File: src/rtl/maze_pkg.sv
// maze_pkg: shared types, state encodings, direction offsets and turn helpers
// for the maze solver. Directions: 0=N (y-1), 1=E (x+1), 2=S (y+1), 3=W (x-1).
package maze_pkg;

  typedef enum logic [1:0] {
    DIR_N = 2'd0,
    DIR_E = 2'd1,
    DIR_S = 2'd2,
    DIR_W = 2'd3
  } dir_t;

  // Solver FSM encoding kept as plain constants for legacy tool compatibility.
  typedef logic [1:0] state_t;
  localparam state_t ST_IDLE   = 2'd0;
  localparam state_t ST_RUN    = 2'd1;
  localparam state_t ST_SOLVED = 2'd2;
  localparam state_t ST_FAIL   = 2'd3;

  // Per-direction coordinate offsets, indexed by dir_t.
  localparam logic signed [1:0] DIR_DX [4] = '{2'sd0, 2'sd1, 2'sd0, -2'sd1};
  localparam logic signed [1:0] DIR_DY [4] = '{-2'sd1, 2'sd0, 2'sd1, 2'sd0};

  function automatic dir_t turn_right(input dir_t h);
    return dir_t'(2'(h + 2'd1));
  endfunction

  function automatic dir_t turn_left(input dir_t h);
    return dir_t'(2'(h + 2'd3));
  endfunction

  function automatic dir_t turn_back(input dir_t h);
    return dir_t'(2'(h + 2'd2));
  endfunction

endpackage

File: src/rtl/maze_dir_sel.sv
// maze_dir_sel: combinational right-hand-rule move selector.
// Ports:
//   maze          - maze[y][x], 1 = open cell
//   pos_x, pos_y  - current cell
//   heading       - current heading
//   next_dir_c    - chosen heading (first open of right, forward, left, back)
//   move_valid_c  - at least one neighbour is open and in bounds
//   next_x_c/_y_c - cell in the chosen direction
module maze_dir_sel
  import maze_pkg::*;
#(
  parameter int unsigned size = 16,
  parameter int unsigned N    = $clog2(size)
) (
  input  logic [size-1:0] maze [size],
  input  logic [N-1:0]    pos_x,
  input  logic [N-1:0]    pos_y,
  input  dir_t            heading,
  output dir_t            next_dir_c,
  output logic            move_valid_c,
  output logic [N-1:0]    next_x_c,
  output logic [N-1:0]    next_y_c
);

  // Two extra bits: one for the +1 overflow past size-1, one for sign (-1).
  localparam int unsigned CW = N + 2;
  localparam logic [CW-2:0] MAX_COORD = (CW-1)'(size - 1);

  logic signed [CW-1:0] nx_c [4];
  logic signed [CW-1:0] ny_c [4];
  logic [3:0]           open_c;
  dir_t                 cand_c [4];

  // Probe all four absolute neighbours; out-of-bounds counts as a wall.
  always_comb begin
    open_c = '0;
    for (int d = 0; d < 4; d++) begin
      nx_c[d] = $signed({2'b00, pos_x}) + CW'(DIR_DX[d]);
      ny_c[d] = $signed({2'b00, pos_y}) + CW'(DIR_DY[d]);
      if (!nx_c[d][CW-1] && !ny_c[d][CW-1] &&
          (nx_c[d][CW-2:0] <= MAX_COORD) && (ny_c[d][CW-2:0] <= MAX_COORD)) begin
        open_c[d] = maze[ny_c[d][N-1:0]][nx_c[d][N-1:0]];
      end
    end
  end

  // Pick the first open candidate in right, forward, left, back order.
  always_comb begin
    cand_c[0]    = turn_right(heading);
    cand_c[1]    = heading;
    cand_c[2]    = turn_left(heading);
    cand_c[3]    = turn_back(heading);
    move_valid_c = 1'b0;
    next_dir_c   = heading;
    next_x_c     = pos_x;
    next_y_c     = pos_y;
    for (int k = 0; k < 4; k++) begin
      if (!move_valid_c && open_c[cand_c[k]]) begin
        move_valid_c = 1'b1;
        next_dir_c   = cand_c[k];
        next_x_c     = nx_c[cand_c[k]][N-1:0];
        next_y_c     = ny_c[cand_c[k]][N-1:0];
      end
    end
  end

endmodule

File: src/rtl/maze_solver.sv
// maze_solver: right-hand wall-follower over the generator's finished maze.
// Ports:
//   clk, rst                  - clock, async active-low reset
//   maze, maze_done           - read-only maze array and generator done
//   start, start_x/y, goal_x/y - solve request and endpoints
//   busy                      - solving in progress
//   pos_x, pos_y, step_valid  - current cell, one pulse per move
//   steps                     - moves made so far
//   solved, fail              - sticky terminal flags
module maze_solver
  import maze_pkg::*;
#(
  parameter int unsigned size = 16,
  parameter int unsigned N    = $clog2(size),
  parameter int unsigned SW   = 2 * N + 3
) (
  input  logic            clk,
  input  logic            rst,
  input  logic [size-1:0] maze [size],
  input  logic            maze_done,
  input  logic            start,
  input  logic [N-1:0]    start_x,
  input  logic [N-1:0]    start_y,
  input  logic [N-1:0]    goal_x,
  input  logic [N-1:0]    goal_y,
  output logic            busy,
  output logic [N-1:0]    pos_x,
  output logic [N-1:0]    pos_y,
  output logic            step_valid,
  output logic [SW-1:0]   steps,
  output logic            solved,
  output logic            fail
);

  localparam logic [SW-1:0] STEP_LIMIT = SW'(4 * size * size);

  state_t        state_q, state_d;
  logic [N-1:0]  pos_x_q, pos_x_d, pos_y_q, pos_y_d;
  logic [N-1:0]  goal_x_q, goal_x_d, goal_y_q, goal_y_d;
  dir_t          heading_q, heading_d;
  logic [SW-1:0] steps_q, steps_d;
  logic          busy_q, busy_d;
  logic          step_valid_q, step_valid_d;
  logic          solved_q, solved_d;
  logic          fail_q, fail_d;

  dir_t         next_dir_c;
  logic         move_valid_c;
  logic [N-1:0] next_x_c, next_y_c;

  maze_dir_sel #(.size(size), .N(N)) u_dir_sel (
    .maze         (maze),
    .pos_x        (pos_x_q),
    .pos_y        (pos_y_q),
    .heading      (heading_q),
    .next_dir_c   (next_dir_c),
    .move_valid_c (move_valid_c),
    .next_x_c     (next_x_c),
    .next_y_c     (next_y_c)
  );

  // Next-state and output logic.
  always_comb begin
    state_d      = state_q;
    pos_x_d      = pos_x_q;
    pos_y_d      = pos_y_q;
    goal_x_d     = goal_x_q;
    goal_y_d     = goal_y_q;
    heading_d    = heading_q;
    steps_d      = steps_q;
    busy_d       = busy_q;
    step_valid_d = 1'b0;
    solved_d     = solved_q;
    fail_d       = fail_q;

    case (state_q)
      ST_RUN: begin
        if ((pos_x_q == goal_x_q) && (pos_y_q == goal_y_q)) begin
          state_d  = ST_SOLVED;
          solved_d = 1'b1;
          busy_d   = 1'b0;
        end else if (!maze[pos_y_q][pos_x_q] || (steps_q == STEP_LIMIT) || !move_valid_c) begin
          state_d = ST_FAIL;
          fail_d  = 1'b1;
          busy_d  = 1'b0;
        end else begin
          pos_x_d      = next_x_c;
          pos_y_d      = next_y_c;
          heading_d    = next_dir_c;
          steps_d      = steps_q + SW'(1);
          step_valid_d = 1'b1;
        end
      end
      default: begin
        // IDLE, SOLVED and FAIL all accept a new start once the maze is ready.
        if (start && maze_done) begin
          state_d   = ST_RUN;
          pos_x_d   = start_x;
          pos_y_d   = start_y;
          goal_x_d  = goal_x;
          goal_y_d  = goal_y;
          heading_d = DIR_E;
          steps_d   = '0;
          busy_d    = 1'b1;
          solved_d  = 1'b0;
          fail_d    = 1'b0;
        end
      end
    endcase
  end

  // State registers.
  always_ff @(posedge clk or negedge rst) begin
    if (!rst) begin
      state_q      <= ST_IDLE;
      pos_x_q      <= '0;
      pos_y_q      <= '0;
      goal_x_q     <= '0;
      goal_y_q     <= '0;
      heading_q    <= DIR_E;
      steps_q      <= '0;
      busy_q       <= 1'b0;
      step_valid_q <= 1'b0;
      solved_q     <= 1'b0;
      fail_q       <= 1'b0;
    end else begin
      state_q      <= state_d;
      pos_x_q      <= pos_x_d;
      pos_y_q      <= pos_y_d;
      goal_x_q     <= goal_x_d;
      goal_y_q     <= goal_y_d;
      heading_q    <= heading_d;
      steps_q      <= steps_d;
      busy_q       <= busy_d;
      step_valid_q <= step_valid_d;
      solved_q     <= solved_d;
      fail_q       <= fail_d;
    end
  end

  assign busy       = busy_q;
  assign pos_x      = pos_x_q;
  assign pos_y      = pos_y_q;
  assign step_valid = step_valid_q;
  assign steps      = steps_q;
  assign solved     = solved_q;
  assign fail       = fail_q;

endmodule

File: config.mk
export PLATFORM = sky130hd
export DESIGN_NAME = maze_solver
export DESIGN_NICKNAME = d
export VERILOG_FILES = /design/src/rtl/maze_pkg.sv /design/src/rtl/maze_dir_sel.sv /design/src/rtl/maze_solver.sv
export SDC_FILE = /design/constraint.sdc
export NUM_CORES = 1
export LEC_CHECK = 0
export ABC_CLOCK_PERIOD_IN_PS = 5700
export CAP_MARGIN = 15
export CORE_MARGIN = 2
export CORE_UTILIZATION = 40
export DETAILED_ROUTE_END_ITERATION = 10
export HOLD_SLACK_MARGIN = 0.12
export PLACE_DENSITY = 0.69
export SLEW_MARGIN = 5
export SYNTH_ARGS = -nofsm -noshare
export SYNTH_HDL_FRONTEND = slang
export SYNTH_SLANG_ARGS = --single-unit
export TNS_END_PERCENT = 20
File: constraint.sdc
create_clock -name clk -period 5.7 [get_ports clk]
set_input_delay 1.14 -clock clk [delete_from_list [all_inputs] [get_ports clk]]
set_output_delay 1.14 -clock clk [all_outputs]
set_load 0.01 [all_outputs]
Word level (Yosys, flattened, before mapping). Index checks and enable logic that the tools add are counted.

Reductions and logical operators: 32. Order comparisons: 20. Equality and inequality tests: 12. $add $sub $neg: 8. Muxes and demuxes: 103. Bitwise logic cells: 8.

Operators by type and width (number): 16-bit binary-select mux with 4-bit select (3); 4-bit 2-to-1 mux (32); 6-bit binary-select mux with 2-bit select (8); 16-bit 2-to-1 mux (6); 11-bit 2-to-1 mux (4); 1-bit 2-to-1 mux (30); 2-bit 2-to-1 mux (11); 1-bit binary-select mux with 4-bit select (5); 5-bit by 4-bit less-or-equal comparator with 1-bit output, second input constant (4); 5-bit greater-or-equal comparator, second input constant (3); 4-bit by 5-bit < comparator with 1-bit output, second input constant (3); 4-bit NOT with 5-bit output (3); 1-bit logical AND (13); 5-bit by 1-bit adder with 6-bit output, second input constant (2); 3-bit greater-or-equal comparator, second input constant (4); 2-bit by 3-bit < comparator with 1-bit output, second input constant (4); 2-bit NOT with 3-bit output (4); 11-bit by 1-bit adder with 11-bit output, second input constant (1); 11-bit equality test, second input constant (1); 4-bit by 1-bit adder with 5-bit output, second input constant (2); 1-bit binary-select mux with 2-bit select (4); 4-bit equality test (2); 4-bit less-or-equal comparator, second input constant (2); 2-bit != test, second input constant (4); 16 further kinds (28).

Output and inout port bits: 23. Flip-flop bits (word level): 35. Bits of input ports: 276. Word-level logic and storage cells: 194.

Depth between registers and ports, before layout.
Depth after elaboration: 25. Depth in mapped cells: 25. Depth with buffers taken out: 15.

Cells and area by module. From an unflattened synthesis, not the netlist that was laid out.

Cell total of the unflattened synthesis: 1244. Area, all modules: 12869.8 um^2.

Modules (own cells, without submodules): maze_dir_sel (seq. area each 0.0 um^2, area an instance 8578.2 um^2, instances 1, cells an instance 835); maze_solver (seq. area each 877.1 um^2, area an instance 4291.6 um^2, instances 1, cells an instance 409).

Least setup slack after synthesis. Ideal clock, no wire load.

Kind: reg-to-reg. From: register pos_y_q[0], in the netlist pos_y[0]. To: register pos_x_q[3], in the netlist pos_x[3]. Cell stages (with the launch flop): 23. Arrival: 5.073 ns. Clock period less this slack: 5.204 ns. Library setup time: 0.131 ns. Slack: 0.496 ns. Path buffers: 8. Required time: 5.569 ns. Path through: dfrtp_1 > buf_6 > inv_2 > buf_4 > buf_2 > buf_2 > ha_1 > buf_2 > buf_4 > buf_4 > inv_2 > buf_2 > mux4_2 > and2_1 > a211oi_1 > nor4_1 > a41oi_4 > nand2_4 > or4b_4 > o211ai_4 > o31ai_1 > a2111oi_2 > o31ai_1.

Longest elaborated chain between the ends: 24. Elaborated cells between the ends (all ways): 71. Those cells by class: 2 x add/sub; 3 x order compare; 4 x eq/ne; 41 x mux; 3 x bitwise; 18 x reduce/logical.

RTL lines: start, declared (line maze_solver.sv:38) `logic [N-1:0] pos_x_q, pos_x_d, pos_y_q, pos_y_d;`; start signal, assigned (line maze_solver.sv:129) `pos_y_q <= pos_y_d;`; 5-bit by 1-bit adder with 6-bit output or 4-bit by 1-bit adder with 5-bit output (tied branches) (line maze_dir_sel.sv:39) `ny_c[d] = $signed({2'b00, pos_y}) + CW'(DIR_DY[d]);`; 4-bit NOT with 5-bit output (implied by the code) (line maze_dir_sel.sv:42) `open_c[d] = maze[ny_c[d][N-1:0]][nx_c[d][N-1:0]];`; 16-bit binary-select mux with 4-bit select (line maze_dir_sel.sv:42); 16-bit 2-to-1 mux (implied by the code) (2 in series) (line maze_dir_sel.sv:42); 1-bit binary-select mux with 4-bit select (line maze_dir_sel.sv:42); 1-bit 2-to-1 mux (implied by the code) (line maze_dir_sel.sv:42); 1-bit 2-to-1 mux (line maze_dir_sel.sv:40) `if (!nx_c[d][CW-1] && !ny_c[d][CW-1] &&`; 1-bit binary-select mux with 2-bit select (line maze_dir_sel.sv:58) `if (!move_valid_c && open_c[cand_c[k]]) begin`; (+7 left out); 1-bit 2-to-1 mux (line maze_dir_sel.sv:58); 1-bit logical NOT (line maze_dir_sel.sv:58); 1-bit logical AND (line maze_dir_sel.sv:58); 1-bit 2-to-1 mux (line maze_dir_sel.sv:58); 1-bit logical NOT (line maze_solver.sv:82) `end else if (!maze[pos_y_q][pos_x_q] || (steps_q == STEP_LIMIT) || !move_valid_c) begin`; 1-bit logical OR (line maze_solver.sv:82); 2-bit != test (no source line); 4-bit AND reduction (no source line); end signal, assigned (line maze_solver.sv:128) `pos_x_q <= pos_x_d;`; end, declared (line maze_solver.sv:38).

Several ways; a longest one is shown, not always the timed one. The select of a mux whose other input is x is not followed. A chain may end at the register's enable or synchronous reset.

Worst setup path after layout.
From: register pos_y_q[0], in the netlist pos_y[0]. To: register heading_q[0].

Longest elaborated chain between the ends: 24. Elaborated cells between the ends (all ways): 71. Those cells by class: 2 x add/sub; 3 x order compare; 5 x eq/ne; 40 x mux; 3 x bitwise; 18 x reduce/logical.

RTL lines: 5-bit by 1-bit adder with 6-bit output or 4-bit by 1-bit adder with 5-bit output (tied branches) (line maze_dir_sel.sv:39); 4-bit NOT with 5-bit output (implied by the code) (line maze_dir_sel.sv:42); 16-bit binary-select mux with 4-bit select (line maze_dir_sel.sv:42); 16-bit 2-to-1 mux (implied by the code) (2 in series) (line maze_dir_sel.sv:42); 1-bit binary-select mux with 4-bit select (line maze_dir_sel.sv:42); 1-bit 2-to-1 mux (implied by the code) (line maze_dir_sel.sv:42); 1-bit 2-to-1 mux (line maze_dir_sel.sv:40); 1-bit binary-select mux with 2-bit select (line maze_dir_sel.sv:58); (+7 left out); 1-bit 2-to-1 mux (line maze_dir_sel.sv:58); 1-bit logical NOT (line maze_dir_sel.sv:58); 1-bit logical AND (line maze_dir_sel.sv:58); 1-bit 2-to-1 mux (line maze_dir_sel.sv:58); 1-bit logical NOT (line maze_solver.sv:82); 1-bit logical OR (line maze_solver.sv:82); 2-bit != test (no source line); 5-bit AND reduction (no source line); end signal, assigned (line maze_solver.sv:132) `heading_q <= heading_d;`; end, declared (line maze_solver.sv:40) `dir_t heading_q, heading_d;`.

Several ways; a longest one is shown, not always the timed one. The select of a mux whose other input is x is not followed.

==> results.cfg <==
[synthesis]
yosysTopAreaCell = mux4_2
synth_commonest_cells = 162 x mux4_2, 150 x nand2_1, 76 x mux2i_1
syn_area_per_cell_um2 = 9.61
synth_seq_cells = 35
ys_types = 93
ys_seq_area_frac = 0.0837
ys_warn_count = 0
ys_async_sr_fraction = 1.00
syn_area_um2 = 10500
synth_flop_cell = dfrtp_1
synthTopCellsByArea = mux4_2 35%, dfrtp_1 8.1%, mux2i_1 7.3%
yosysMostFrequentCell = mux4_2
synth_top_area_share = 0.348
synth_edf_count = 0
synth_nets = 1376
syn_inst = 1090

[worst_setup_path]
crit_required_ns = 5.91
path_max_fanout = 18
criticalPathCategory = reg -> reg
critPathCaptureType = flop
critPathLaunchType = flop
arrival_ns = 5.63

[floorplanning]
core_um2 = 25900
die-area_um2 = 27500
row_count = 59
die_h_um = 166
start_util = 0.404
die_w_um = 166
ios = 299

[cts]
holdBufCountCts = 0
clk_latency_ns = 0.28
cts_tree = yes
cts-root-buf = clkbuf_16
path_clk_slew_ns = 0.06
clkSinkCount = 35
numCtsBuffers = 5
post-cts-setup-buffer-count = 0
clock_path_buffers = 2
htreeDepth = 2
cts_resized = 0

[grt]
grt_pass1_vias = 11433
grt_pass1_wl_mm = 67.3
grt_usage = 0.307
overflow = 0
antenna_found_initial = 3
grt_max_degree = 61

[route]
vias_per_cell = 6.73
drt_wl_total_mm = 43.4
vias = 11313
dr.pass1.iters = 8
drt_iter0_drc = 1232
ant_nets = 0
drc_errors = 0
wire_per_inst_um = 25.8

[power]
vdd_drop_max_mv = 0.358
power_density_nw_per_um2 = 692
p_leak_nw = 5.16

[finish]
layout-drive-gt1-share = 0.228
nNetsFinal = 1628
final_cell_area_um2 = 13900
synthToLayoutAreaGrowth_pct = 32.8
fin_util = 0.537

[sta]
slew_viol_final = 0
setup-violations-final = 0
fin_skew_ns = 0.00673
fmax_mhz = 185
rsz0062_at_grt = no
worst_pin_slew_ns = 0.855
slew_headroom = 0.429
fin_crit_sh = 0.950
hold_viol = 0
fin_crit_ns = 5.41
fin_setup_tns_ns = 0

[placed_design]
place_congestion = 0.951
postPlaceCellArea_um2 = 13700
hpwl_mm = 34.6
portBuffers = 298

[min_path]
hp-class = reg -> reg

[run]
maxCapViolCount = 0

[outcome]
status = completed
## registers in the layout, indices dropped and copies added, names as in the netlist
| name | flops |
|---|---|
| steps | 11 |
| goal_x_q | 4 |
| step_valid | 1 |
| state_q | 2 |
| busy | 1 |
| pos_y | 4 |
| heading_q | 2 |
| solved | 1 |
| pos_x | 4 |
| goal_y_q | 4 |
| fail | 1 |
## layout by cell type, fill, tap and decap left out, types with 5 or more instances in the layout
master / n
o2111ai_1: 5
mux2_2: 47
a211o_1: 5
nand3_1: 44
buf_4: 50
o22ai_1: 12
clkdlybuf4s50_1: 298
a31oi_1: 13
a2111oi_0: 8
clkbuf_16: 5
nand4_1: 12
ha_1: 9
a22oi_1: 17
nand2_1: 150
mux4_2: 162
o211ai_1: 6
inv_1: 14
a21o_1: 5
a21oi_1: 49
nand2b_1: 5
and4_1: 7
xnor2_1: 19
a311oi_1: 7
o211a_1: 6
mux2i_1: 76
nor2b_1: 7
a221oi_1: 5
and2_1: 13
a211oi_1: 9
o31ai_1: 8
nor2_1: 55
o21ai_0: 33
dfrtp_1: 31
nor3_1: 26
and3_1: 9
a32o_1: 5
## layout make-up
class / count / area [µm²]
Fill cell: 2362 / 12000
Timing Repair Buffer: 351 / 3410
Tap cell: 335 / 419
Antenna cell: 3 / 7.51
Sequential cell: 35 / 883
Clock buffer: 5 / 125
Clock inverter: 3 / 43.8
Inverter: 18 / 67.6
Multi-Input combinational cell: 931 / 8960
## kinds of logic after synthesis
group	synth area share
xor gates and xnor gates	0.0273
DFF	0.0837
and+or+nand+nor	0.165
adders and majority gates	0.0119
muxes	0.472
buffers and inverters	0.0651
AOI/OAI and AO/OA	0.174
## final timing paths
kind / endpoint / slack [ns] / cells past startpoint / start
max: heading_q[0]$_DFFE_PN1P_ / 0.29 / 15 / pos_y[0]$_DFFE_PN0P_
max in group asynchronous: pos_y[0]$_DFFE_PN0P_ / 4.04 / 2 / rst
min: goal_x_q[3]$_DFFE_PN0P_ / 0.50 / 2 / goal_x_q[3]$_DFFE_PN0P_
min reg2reg: goal_x_q[3]$_DFFE_PN0P_ / 0.50 / 2 / goal_x_q[3]$_DFFE_PN0P_
min in group asynchronous: steps[7]$_DFFE_PN0P_ / 1.29 / 2 / rst
max reg2reg: heading_q[0]$_DFFE_PN1P_ / 0.29 / 15 / pos_y[0]$_DFFE_PN0P_
## per-stage QoR
| step | power [mW] | cells | worst slack [ns] | hold WS [ns] |
|---|---|---|---|---|
| after floorplan | 6.83 | 1090 | 0.496 | 0.464 |
| after global placement | 9.06 | 1670 | 0.378 | 0.476 |
| after detailed placement | 9.08 | 1670 | 0.366 | 0.485 |
| after CTS | 9.45 | 1678 | 0.370 | 0.499 |
| after global routing | 10.2 | 1681 | 0.0326 | 0.523 |
| final | 9.63 | 1681 | 0.286 | 0.496 |
## routing by layer
metal | track usage | part of all wire
met5 | 0 | 0
met4 | 0.0957 | 0.033
met3 | 0.0622 | 0.093
met2 | 0.515 | 0.48
met1 | 0.400 | 0.39
## worst max-delay path, stage by stage (launching register included)
cell and delay, ns:
dfrtp_4 0.60, inv_2 0.11, ha_1 0.38, xnor2_2 0.63, buf_4 0.34, nor2_1 0.06
a211oi_1 0.20, a2111oi_0 0.11, or4_1 0.50, nor4_2 0.64, a21oi_1 0.35, o2111ai_1 0.24
nand3_2 0.33, o41ai_2 0.55, o31ai_1 0.11, a2bb2oi_1 0.17
## power by group
part / total, mW / switching [mW] / internal, mW
logic: 8.76 / 4.90 / 3.86
registers: 0.556 / 0.211 / 0.345
clock network: 0.315 / 0.109 / 0.206
No activity file was read; power rests on OpenSTA's default activity.
